File: src/rtl/adder_bist_pkg.sv
// Shared types and constants for the adder BIST initiator and its LFSR.
package adder_bist_pkg;

    typedef enum logic [1:0] {
        IDLE  = 2'd0,
        DRIVE = 2'd1,
        CHECK = 2'd2,
        DONE  = 2'd3
    } state_t;

    localparam int unsigned LFSR_W    = 32;
    localparam int unsigned ERR_W     = 8;
    localparam int unsigned CNT_W     = 16;
    localparam logic [31:0] LFSR_POLY = 32'h8020_0003;

    // One right-shifting Galois step: feedback from bit 0 is XORed into the tap mask.
    function automatic logic [LFSR_W-1:0] lfsr_next(input logic [LFSR_W-1:0] q);
        return (q >> 1) ^ (q[0] ? LFSR_POLY : LFSR_W'(0));
    endfunction

endpackage

File: src/rtl/bist_lfsr.sv
// 32-bit Galois LFSR with synchronous load/step; an all-zero seed is replaced by 1
// so the register can never lock up. Only the low OUT_W bits are exposed.
module bist_lfsr
    import adder_bist_pkg::*;
#(
    parameter int unsigned OUT_W = 32
) (
    input  logic              clk,
    input  logic              rst_n,
    input  logic              load,
    input  logic [31:0]       seed,
    input  logic              step,
    output logic [OUT_W-1:0]  q
);

    logic [LFSR_W-1:0] state;
    logic [LFSR_W-1:0] seed_c;

    assign seed_c = (seed == '0) ? LFSR_W'(1) : seed;
    assign q      = state[OUT_W-1:0];

    always_ff @(posedge clk) begin
        if (!rst_n) begin
            state <= seed_c;
        end else if (load) begin
            state <= seed_c;
        end else if (step) begin
            state <= lfsr_next(state);
        end
    end

endmodule

File: src/rtl/adder_bist.sv
// BIST initiator for the ripple adder: drives LFSR vectors, checks {c_out,sum}
// against a golden sum and reports pass/err_count. Optional first-failure capture
// is enabled by defining ADDER_BIST_FIRST_FAIL_EN.
module adder_bist
    import adder_bist_pkg::*;
#(
    parameter int unsigned WIDTH       = 4,
    parameter int unsigned NUM_VECTORS = 16,
    parameter logic [31:0] SEED        = 32'hACE1
) (
    input  logic              clk,
    input  logic              rst_n,
    input  logic              start,
`ifdef ADDER_BIST_FIRST_FAIL_EN
    output logic              fail_valid,
    output logic [WIDTH-1:0]  fail_a,
    output logic [WIDTH-1:0]  fail_b,
    output logic              fail_cin,
`endif
    output logic              busy,
    output logic              done,
    output logic              pass,
    output logic [ERR_W-1:0]  err_count,
    output logic [WIDTH-1:0]  a,
    output logic [WIDTH-1:0]  b,
    output logic              c_in,
    input  logic              c_out,
    input  logic [WIDTH-1:0]  sum
);

    localparam int unsigned VEC_W = 2 * WIDTH + 1;

    state_t             state;
    logic [CNT_W-1:0]   vec_cnt;
    logic [VEC_W-1:0]   lfsr_q;
    logic               lfsr_load_c;
    logic               lfsr_step_c;
    logic [WIDTH:0]     golden_c;
    logic               mismatch_c;
    logic               last_vec_c;

    assign lfsr_load_c = (state == IDLE) && start;
    assign lfsr_step_c = (state == CHECK);

    bist_lfsr #(
        .OUT_W (VEC_W)
    ) u_lfsr (
        .clk   (clk),
        .rst_n (rst_n),
        .load  (lfsr_load_c),
        .seed  (SEED),
        .step  (lfsr_step_c),
        .q     (lfsr_q)
    );

    // Operands are held in registers, so the adder has all of CHECK to settle.
    assign golden_c   = (WIDTH+1)'(a) + (WIDTH+1)'(b) + (WIDTH+1)'(c_in);
    assign mismatch_c = ({c_out, sum} != golden_c);
    assign last_vec_c = ((vec_cnt + CNT_W'(1)) == CNT_W'(NUM_VECTORS));

    always_ff @(posedge clk) begin
        if (!rst_n) begin
            state     <= IDLE;
            vec_cnt   <= '0;
            busy      <= 1'b0;
            done      <= 1'b0;
            pass      <= 1'b0;
            err_count <= '0;
            a         <= '0;
            b         <= '0;
            c_in      <= 1'b0;
`ifdef ADDER_BIST_FIRST_FAIL_EN
            fail_valid <= 1'b0;
            fail_a     <= '0;
            fail_b     <= '0;
            fail_cin   <= 1'b0;
`endif
        end else begin
            done <= 1'b0;
            case (state)
                IDLE: begin
                    if (start) begin
                        state     <= DRIVE;
                        busy      <= 1'b1;
                        pass      <= 1'b0;
                        err_count <= '0;
                        vec_cnt   <= '0;
`ifdef ADDER_BIST_FIRST_FAIL_EN
                        fail_valid <= 1'b0;
                        fail_a     <= '0;
                        fail_b     <= '0;
                        fail_cin   <= 1'b0;
`endif
                    end
                end
                DRIVE: begin
                    a     <= lfsr_q[WIDTH-1:0];
                    b     <= lfsr_q[2*WIDTH-1:WIDTH];
                    c_in  <= lfsr_q[2*WIDTH];
                    state <= CHECK;
                end
                CHECK: begin
                    if (mismatch_c && (err_count != '1)) begin
                        err_count <= err_count + ERR_W'(1);
                    end
`ifdef ADDER_BIST_FIRST_FAIL_EN
                    if (mismatch_c && !fail_valid) begin
                        fail_valid <= 1'b1;
                        fail_a     <= a;
                        fail_b     <= b;
                        fail_cin   <= c_in;
                    end
`endif
                    vec_cnt <= vec_cnt + CNT_W'(1);
                    if (last_vec_c) begin
                        state <= DONE;
                        busy  <= 1'b0;
                        done  <= 1'b1;
                    end else begin
                        state <= DRIVE;
                    end
                end
                DONE: begin
                    pass  <= (err_count == '0);
                    state <= IDLE;
                end
                default: state <= IDLE;
            endcase
        end
    end

endmodule

File: config.mk
export PLATFORM = sky130hd
export DESIGN_NAME = adder_bist
export DESIGN_NICKNAME = d
export VERILOG_FILES = /design/src/rtl/adder_bist_pkg.sv /design/src/rtl/bist_lfsr.sv /design/src/rtl/adder_bist.sv
export SDC_FILE = /design/constraint.sdc
export NUM_CORES = 1
export LEC_CHECK = 0
export ABC_AREA = 1
export CAP_MARGIN = 20
export CELL_PAD_IN_SITES_DETAIL_PLACEMENT = 0
export CELL_PAD_IN_SITES_GLOBAL_PLACEMENT = 2
export CORE_UTILIZATION = 30
export CTS_BUF_LIST = sky130_fd_sc_hd__clkbuf_8 sky130_fd_sc_hd__clkbuf_16
export DETAILED_ROUTE_END_ITERATION = 8
export HOLD_SLACK_MARGIN = 0.06
export PLACE_DENSITY = 0.87
export SLEW_MARGIN = 25
export SYNTH_ARGS = -nofsm -noshare
export SYNTH_HDL_FRONTEND = slang
export SYNTH_HIERARCHICAL = 1
export SYNTH_SLANG_ARGS = --single-unit
File: constraint.sdc
create_clock -name clk -period 2.35 [get_ports clk]
set_clock_uncertainty 0.05 [all_clocks]
set_input_delay 0.235 -clock clk [delete_from_list [all_inputs] [get_ports clk]]
set_output_delay 0.235 -clock clk [all_outputs]
set_load 0.1 [all_outputs]
==> results.ini <==
[die]
die_w_um = 116
fp.dieArea_mm2 = 0.0135
core_area_mm2 = 0.0127
ioPinCount = 28
num_rows = 41
start_util_pct = 30.9
dieHeight_um = 116

[global_routing]
grt_overflow = 0
grt_pass1_wl_mm = 14.1
first_global_vias = 3049
grt_max_degree = 35
grt_usage_pct = 13.5
antenna_found_initial = 0

[synth]
syn_inst = 546
synth_area_per_cell_um2 = 7.17
yosys_warnings = 6
syn-cell-area_mm2 = 0.00392
synth-seq-cells = 70
synth_cell_types = 31
yosysSeqAreaShare_pct = 44.0

[clock_tree]
path_clk_slew_ns = 0.06
cts_tree = built
cts_buffers = 9
htreeDepth = 3
numClockSinks = 70
worstSkewPairLatency_ns = 0.33
cts_max_path_buffers = 2
cts-root-buf = clkbuf_16

[cells_and_area]
fin_util_pct = 37.9
syn2layout_area_growth_pct = 22.7
fillCellCount = 1366
fin_nets = 649
drive_above_1_share_pct = 12.6
antennaDiodeCount = 0

[power_and_ir_drop]
leakagePower_nw = 2.19
power_density_mw_per_mm2 = 695
vdd_drop_max_v = 0.000371

[critical_path]
path_class = reg -> reg
worstSetupEndpointType = flop
cp_max_fo = 6
cp_common_cell = nor2_1
startpoint_type = flop
arrival_ns = 2.46
cp_slowest_cell = fa_1
cp_top_family = adder cells
crit_buf_inv = 3
cp.required_ns = 2.56
max_stage_delay_ns = 0.40
path_cells = inv_2 > fa_2 > inv_2 > fa_1 > nand2_1 > nand2_1 > nor2_1 > nand3_1 > nor2_1 > nand2_2 > nand2_4 > buf_4 > a21oi_1 > nor2_1

[routing]
wl_mm = 8.12
vias = 3321
first_pass_iters = 4
drt_drc_violations_left = 0
ant_nets = 0
wl_per_cell_um = 10.0
vias_per_cell = 4.11
dr.first_iter.drc_count = 219

[sta]
period_share_pct = 95.4
timing.hold.ws_ns = 0.430
finalCriticalPeriod_ns = 2.24
rsz0062_at_grt = yes
slew_violations = 0
setup_viol = 0
fmax_mhz = 446
hold_viol_final = 0
tightest_slew_ns = 0.660
slew_headroom_pct = 55.9

[worst_hold_path]
hp-class = reg -> reg

[flow_run]
maxCapViolCount = 0

[place]
dpl.hpwl_mm = 5.71
io_buffers = 27
gp_congestion = 0.773

[run_status]
status = complete, no violations

-- kinds of logic after synthesis --
group / synth area share, %
AND/OR/NAND/NOR: 36.5
other: 0.192
adder cells (fa/ha/maj): 3.26
AO/OA/AOI/OAI: 6.39
flip-flops: 44.0
buffers and inverters: 8.63
XOR/XNOR: 1.12
-- cell type report --
type	count	area, um^2	share of cell area, %
Tap cell	172	215	4.48
Timing Repair Buffer	36	288	5.99
Clock buffer	9	225	4.69
Clock inverter	7	48.8	1.02
Sequential cell	70	1740	36.2
Multi-Input combinational cell	468	2110	44.0
Inverter	47	176	3.67
-- flip-flops by register name (all words and copies together), names as in the netlist --
register / cells
vec_cnt: 16
a: 4
err_count: 8
u_lfsr/state: 32
busy: 1
b: 4
pass: 1
state: 2
c_in: 1
done: 1
-- layout by cell type (no fill, tap or decap), types with 4 or more instances in the layout --
master           instances
nand4_1                  7
clkbuf_16                9
nor2_4                   4
o21ai_0                 16
edfxtp_1                32
nor2_1                  69
conb_1                  64
inv_1                   41
inv_2                    5
nand2_1                203
nand3_1                 30
nand2_2                  6
ha_1                     7
a21oi_1                 33
dfxtp_1                 31
buf_4                   29
nand3b_1                 4
clkdlybuf4s50_1          7
dfxtp_2                  4
nor2_2                   7
-- path summary, 6_finish.rpt --
check	end	start	cells past startpoint	slack (ns)
setup / recovery	err_count[3]	b[0]	14	0.11
hold / removal	pass	pass	2	0.43
setup reg to reg	err_count[3]	b[0]	14	0.11
hold reg to reg	pass	pass	2	0.43
-- power by group --
group | leakage (nW) | internal (mW) | switching, mW | total, mW
clock network | 0.125 | 0.713 | 0.536 | 1.25
logic | 1.42 | 0.169 | 0.451 | 0.621
registers | 0.642 | 1.40 | 0.0675 | 1.47
total | 2.19 | 2.29 | 1.05 | 3.34
-- metal layers --
layer | vias to the layer above | track usage [%] | part of all wire, %
met5 | - | 0 | 0
met4 | 0 | 5.38 | 1.1
met3 | 6 | 3.94 | 3.5
met2 | 39 | 21.1 | 46
met1 | 1443 | 17.5 | 50
li1 | 1833 | - | -
-- repair_timing --
action,CTS,global route
gates resized for setup,0,3
hold buffers,0,0
endpoints found under the hold margin,0,0
setup buffers,0,2
setup endpoints to repair,0,8
-- synthesized netlist by cell type, drive strengths merged --
cell      n  share of area [%]
nand2   211                 21
nor2     80                8.9
inv      46                4.4
dfxtp    38                 19
a21oi    33                4.2
edfxtp   32                 25
nand3    31                4.1
buf      21                3.8
o21ai    17                2.2
ha        7                2.2
nand4     7                1.1
nand3b    4               0.77
clkbuf    3               0.29
nor3      3               0.38
or2       3               0.48
xor2      3               0.67
conb      2               0.19
fa        2                1.0
xnor2     2               0.45
clkinv    1              0.096
-- worst register-to-register path, delay by kind of cell (launching register included) --
family | cells | cell delay, ns
compound gates | 1 | 0.05
fa+ha+maj | 2 | 0.78
buf+inv | 3 | 0.24
flops | 1 | 0.35
simple gates | 8 | 0.72
-- per-stage QoR --
step	total power, mW	worst slack [ns]	setup TNS [ns]	area (um^2)	cells
final	3.34	0.108	0	4800	809
after global routing	3.54	-0.0519	-0.210	4800	809
after CTS	3.38	0.0218	0	4770	806
after detailed placement	2.11	0.0353	0	4500	790
after global placement	2.10	0.0475	0	4500	790
after floorplan	2.01	0.00396	0	4170	608
No activity file was read; power rests on OpenSTA's default activity.
